[src/rtl/kb_pkg.sv]
// Shared definitions for the keyboard code display: segment bit masks,
// blank pattern and the history-entry record.
package kb_pkg;

    // Segment bit masks in the {g,f,e,d,c,b,a} bus order, active-high "lit" sense.
    localparam logic [6:0] SEG_A = 7'b000_0001;
    localparam logic [6:0] SEG_B = 7'b000_0010;
    localparam logic [6:0] SEG_C = 7'b000_0100;
    localparam logic [6:0] SEG_D = 7'b000_1000;
    localparam logic [6:0] SEG_E = 7'b001_0000;
    localparam logic [6:0] SEG_F = 7'b010_0000;
    localparam logic [6:0] SEG_G = 7'b100_0000;

    localparam logic [6:0] SEG_BLANK = 7'h7F;

    typedef struct packed {
        logic       valid;
        logic       held;
        logic [7:0] code;
    } hist_entry_t;

    localparam hist_entry_t HIST_EMPTY = '{valid: 1'b0, held: 1'b0, code: 8'h00};

endpackage

[src/rtl/hex_to_seg7.sv]
// Combinational hex-digit font: 4-bit value to active-low {g,f,e,d,c,b,a}.
module hex_to_seg7
    import kb_pkg::*;
(
    input  logic [3:0] hex,
    output logic [6:0] seg
);

    logic [6:0] lit;

    always_comb begin
        // NOTE: every always_comb output gets a default first so no path can infer a latch.
        lit = '0;
        case (hex)
            4'h0: lit = SEG_A | SEG_B | SEG_C | SEG_D | SEG_E | SEG_F;
            4'h1: lit = SEG_B | SEG_C;
            4'h2: lit = SEG_A | SEG_B | SEG_D | SEG_E | SEG_G;
            4'h3: lit = SEG_A | SEG_B | SEG_C | SEG_D | SEG_G;
            4'h4: lit = SEG_B | SEG_C | SEG_F | SEG_G;
            4'h5: lit = SEG_A | SEG_C | SEG_D | SEG_F | SEG_G;
            4'h6: lit = SEG_A | SEG_C | SEG_D | SEG_E | SEG_F | SEG_G;
            4'h7: lit = SEG_A | SEG_B | SEG_C;
            4'h8: lit = SEG_A | SEG_B | SEG_C | SEG_D | SEG_E | SEG_F | SEG_G;
            4'h9: lit = SEG_A | SEG_B | SEG_C | SEG_D | SEG_F | SEG_G;
            4'hA: lit = SEG_A | SEG_B | SEG_C | SEG_E | SEG_F | SEG_G;
            4'hB: lit = SEG_C | SEG_D | SEG_E | SEG_F | SEG_G;
            4'hC: lit = SEG_A | SEG_D | SEG_E | SEG_F;
            4'hD: lit = SEG_B | SEG_C | SEG_D | SEG_E | SEG_G;
            4'hE: lit = SEG_A | SEG_D | SEG_E | SEG_F | SEG_G;
            4'hF: lit = SEG_A | SEG_E | SEG_F | SEG_G;
            default: lit = '0;
        endcase
        seg = ~lit;
    end

endmodule

[src/rtl/kb_code_display.sv]
// Keeps a short history of recent key presses from the PS/2 decoder, counts
// make events and scans the history onto a multiplexed 7-segment display.
module kb_code_display
    import kb_pkg::*;
#(
    parameter int DIGITS      = 8,
    parameter int REFRESH_DIV = 16
)
(
    input  logic              CLK,
    input  logic              ARST,
    input  logic              CODE_VALID,
    input  logic [3:0]        HEX1,
    input  logic [3:0]        HEX0,
    input  logic              KEYUP,
    input  logic              CLEAR,
    output logic [DIGITS-1:0] AN,
    output logic [6:0]        SEG,
    output logic              DP,
    output logic [7:0]        COUNT
);

    localparam int DEPTH = DIGITS / 2;
    localparam int DW    = (DIGITS > 1) ? $clog2(DIGITS) : 1;
    localparam int RW    = $clog2(REFRESH_DIV);

    hist_entry_t    hist [DEPTH];
    logic [7:0]     code_in;
    logic           is_repeat;
    logic [RW-1:0]  div_cnt;
    logic [DW-1:0]  digit;
    hist_entry_t    sel;
    logic [3:0]     nib;
    logic [6:0]     font_seg;

    assign code_in   = {HEX1, HEX0};
    // A make for the key already newest and still held is auto-repeat, not a new press.
    assign is_repeat = hist[0].valid && hist[0].held && (hist[0].code == code_in);

    always_ff @(posedge CLK or posedge ARST) begin
        if (ARST) begin
            // NOTE: the history is a handful of flops that must read as empty after reset, so it is reset like any control state.
            for (int i = 0; i < DEPTH; i++) hist[i] <= HIST_EMPTY;
            COUNT <= 8'h00;
        end else if (CLEAR) begin
            for (int i = 0; i < DEPTH; i++) hist[i] <= HIST_EMPTY;
            COUNT <= 8'h00;
        end else if (CODE_VALID) begin
            if (!KEYUP) begin
                if (!is_repeat) begin
                    for (int i = DEPTH - 1; i > 0; i--) hist[i] <= hist[i-1];
                    hist[0] <= '{valid: 1'b1, held: 1'b1, code: code_in};
                    COUNT   <= COUNT + 8'd1;
                end
            end else begin
                for (int i = 0; i < DEPTH; i++) begin
                    if (hist[i].valid && (hist[i].code == code_in)) hist[i].held <= 1'b0;
                end
            end
        end
    end

    always_ff @(posedge CLK or posedge ARST) begin
        if (ARST) begin
            div_cnt <= '0;
            digit   <= '0;
        end else if (div_cnt == RW'(REFRESH_DIV - 1)) begin
            div_cnt <= '0;
            digit   <= (digit == DW'(DIGITS - 1)) ? '0 : digit + 1'b1;
        end else begin
            div_cnt <= div_cnt + 1'b1;
        end
    end

    // Digit d shows entry d/2: low nibble on even digits, high nibble on odd.
    always_comb begin
        sel = HIST_EMPTY;
        for (int i = 0; i < DEPTH; i++) begin
            if (int'(digit) / 2 == i) sel = hist[i];
        end
        nib = digit[0] ? sel.code[7:4] : sel.code[3:0];
    end

    hex_to_seg7 u_font (
        .hex (nib),
        .seg (font_seg)
    );

    always_ff @(posedge CLK or posedge ARST) begin
        if (ARST) begin
            AN  <= '1;
            SEG <= SEG_BLANK;
            DP  <= 1'b1;
        end else begin
            AN  <= ~(DIGITS'(1) << digit);
            SEG <= sel.valid ? font_seg : SEG_BLANK;
            DP  <= ~(sel.valid && sel.held && !digit[0]);
        end
    end

endmodule

[config.mk]
export PLATFORM = sky130hd
export DESIGN_NAME = kb_code_display
export DESIGN_NICKNAME = d
export VERILOG_FILES = /design/src/rtl/kb_pkg.sv /design/src/rtl/hex_to_seg7.sv /design/src/rtl/kb_code_display.sv
export SDC_FILE = /design/constraint.sdc
export NUM_CORES = 1
export LEC_CHECK = 0
export CORE_ASPECT_RATIO = 1.75
export CORE_MARGIN = 1
export CORE_UTILIZATION = 40
export CTS_CLUSTER_SIZE = 16
export DETAILED_ROUTE_END_ITERATION = 6
export PLACE_DENSITY = 0.65
export SLEW_MARGIN = 25
export SYNTH_ARGS = -nofsm -noshare
export SYNTH_HDL_FRONTEND = slang
export SYNTH_SLANG_ARGS = --single-unit
[constraint.sdc]
create_clock -name CLK -period 6.7 [get_ports CLK]
set_clock_uncertainty 0.05 [all_clocks]
set_input_delay 1.34 -clock CLK [delete_from_list [all_inputs] [get_ports CLK]]
set_output_delay 1.34 -clock CLK [all_outputs]
set_load 0.03 [all_outputs]
==> flow_summary.yaml <==
power:
  power_density_mw_per_mm2: 214.6
  p_leak_nw: 1.869
  comb_power_share_pct: 8.7
  pwr-share-clk_pct: 44.9
  irDropWorstVdd_uv: 148.8
  power_frac_seq_pct: 46.4
  intPower_mw: 0.7229
  p_sw_share_pct: 24.97
  switching_power_mw: 0.2405
worst_setup_path:
  reg2reg_to: "SEG[3]"
  r2r_setup_slack_ns: 3.81
  cp_data_required_time_ns: 6.87
  rr_startpoint: "digit[1]"
  crit_fanout: 30
  reg2reg_depth: 7
  cp-start-kind: "primary input"
  cp.arrival_ns: 3.70
  crit_path_end_kind: "flop"
  crit_type: "primary input to flop"
synthesis:
  synth_edf_count: 0
  synthMostInstantiatedCell: "dfrtp_1"
  async_reset_ff_share_pct: 100.0
  yosys_warnings: 0
  synth.distinct_cells: 49
  netlist_top_cells_area: "dfrtp_1, dfstp_2, a22o_1, xnor2_1, ha_1"
  syn_area_mm2: 0.003859
  ys_seq_area_share_pct: 46.56
  synth_ff_type: "dfrtp_1"
  synth_largest_area_cell: "dfrtp_1"
  ys_ff_latch: 71
  syn-num-nets: 364
  syn_inst: 337
  synth_area_per_cell_um2: 11.45
  synth_common_cells: "dfrtp_1, a22o_1, xnor2_1, nand2_1, dfstp_2"
  netlist.area_leader.share_pct: 35.67
clock_network:
  cts_buffers: 9
  h-tree-depth: 3
  clockBufferDepth: 2
  cts-hold-fix-buffers: 0
  post_cts_buffers: 0
  cts_sinks: 71
  cts_tree: "built"
  cts-root-buf: "clkbuf_16"
  clk_latency_ns: 0.33
  cts_resized: 0
  path_clk_slew_ns: 0.06
layout:
  nets: 390
  fillers: 896
  n_antenna_cell: 0
  drive_gt1_share_pct: 17.93
  area_growth_pct: 16.34
global_route:
  grt_use_total_pct: 18.21
  grt_pass1_wl_um: 14340
  grt_pass1_vias: 2872
  grt_max_degree: 72
  antenna_found_initial: 0
  overflow: 0
floorplan:
  die_y_um: 131.9
  io_pins: 37
  start_util_pct: 41.01
  coreArea_mm2: 0.009409
  die_area_mm2: 0.01006
  die_w_um: 76.25
  row_count: 47
drt:
  wire_per_inst_um: 17.41
  drtAntennaViolNets: 0
  routed_wl_um: 8532
  vias: 2753
  viasPerCell: 5.618
  drc: 0
  firstDrtPassIters: 4
  drtIter0Drc: 184
sta:
  fin_ws_ns: 3.174
  hold_violations: 0
  finalCritPeriodShare_pct: 52.63
  worst_pin_slew_ns: 0.8763
  timing.fmax_mhz: 283.6
  finalSetupViolCount: 0
  relSlewSlack_pct: 41.58
  post-route-min-period_ns: 3.526
  maxSlewViolCount: 0
  setup_tns_ns: 0
  rsz0062_at_grt: "no"
placement:
  dp_slack_ns: 2.810
  place_congestion: 0.8101
  numPortBuffers: 36
  dp_hpwl_um: 6103
worst_hold_path:
  hp-start: "div_cnt[0]"
  whs_endpoint: "div_cnt[0]"
  worstHoldPathType: "flop to flop"
  whs_path_depth: 1
outcome:
  status: "complete, no violations"
flow_run:
  drv_cap: 0
==> final cells by class <==
| cell class | count | area [µm²] | share of cell area (%) |
|---|---|---|---|
| inverters | 16 | 60.06 | 1.338 |
| flip-flops and latches | 71 | 1797 | 40.02 |
| clock buffers | 9 | 225.2 | 5.017 |
| clock inverters | 7 | 50.05 | 1.115 |
| repair buffers | 38 | 375.4 | 8.361 |
| multi-input cells | 227 | 1829 | 40.75 |
| well taps | 122 | 152.6 | 3.400 |
==> per-layer routing <==
layer	vias up	GRT usage, %	wire [µm]
li1	1287	-	-
met4	0	7.692	175
met3	12	3.668	180
met2	53	32.53	4695
met1	1401	20.87	3480
met5	-	0	0
==> cells in the final DEF, fill, tap and decap left out, types with 6 or more instances in the layout <==
cell type | Yosys | final
dfrtp_1 | 55 | 55
clkdlybuf4s50_1 | 0 | 36
a22o_1 | 31 | 31
xnor2_1 | 27 | 27
nand2_1 | 18 | 18
dfstp_2 | 16 | 16
o21ai_0 | 15 | 15
inv_1 | 15 | 14
ha_1 | 14 | 14
nand3_1 | 12 | 12
nor2_1 | 11 | 11
a22o_2 | 10 | 10
clkbuf_16 | 0 | 9
o31ai_1 | 7 | 7
xor2_1 | 6 | 6
o221ai_1 | 6 | 6
mux2_2 | 6 | 6
mux4_2 | 6 | 6
==> power groups by stage <==
| stage | combinational [mW] | sequential, mW | clock, mW |
|---|---|---|---|
| floorplan | 0.0628 | 0.457 | 0 |
| global placement | 0.0829 | 0.454 | 0 |
| detailed placement | 0.0843 | 0.454 | 0 |
| CTS | 0.0847 | 0.447 | 0.443 |
| global route | 0.0915 | 0.448 | 0.463 |
| finish | 0.0836 | 0.447 | 0.432 |
==> worst max path at each step <==
stage               slack [ns]       end  cells after the start  startpoint
finish                    3.17  hist[19]                      7     HEX1[3]
global route              3.03  hist[29]                      7     HEX1[3]
CTS                       3.17  hist[19]                      7     HEX1[3]
detailed placement        2.81   hist[7]                      7     HEX1[3]
global placement          2.89  hist[29]                      7     HEX1[3]
floorplan                 3.54  COUNT[0]                      1        ARST
==> registers in the layout (all words and copies together), names as in the netlist <==
| register | cells |
|---|---|
| DP | 1 |
| hist | 40 |
| digit | 3 |
| AN | 8 |
| COUNT | 8 |
| div_cnt | 4 |
| SEG | 7 |
==> kinds of logic after synthesis <==
logic type	after synthesis	share of synthesized area [%]
adders and majority gates	14	4.540
AOI/OAI and AO/OA	88	18.00
DFF	71	46.56
buffers and inverters	39	6.031
muxes	18	6.906
xor gates and xnor gates	33	7.490
and+or+nand+nor	74	10.47
==> critical path, stage by stage <==
cell             delay (ns)
clkdlybuf4s50_1        0.60
xor2_1                 0.16
or3_4                  0.44
nor4_4                 0.36
nor2_2                 0.20
buf_4                  0.29
a22o_2                 0.29
==> through the flow <==
step                utilization (%)  power (mW)  hold slack [ns]  instances  cell area (µm²)
floorplan                         -      0.5194           0.3993        337             3859
global placement              44.79      0.5373           0.4148        474             4214
CTS                           47.71      0.9751           0.4590        490             4489
detailed placement            44.79      0.5388           0.4517        474             4214
global route                  47.71       1.003           0.4842        490             4489
finish                        47.71      0.9635           0.4552        490             4489
Power figures use the tool's default switching activity.
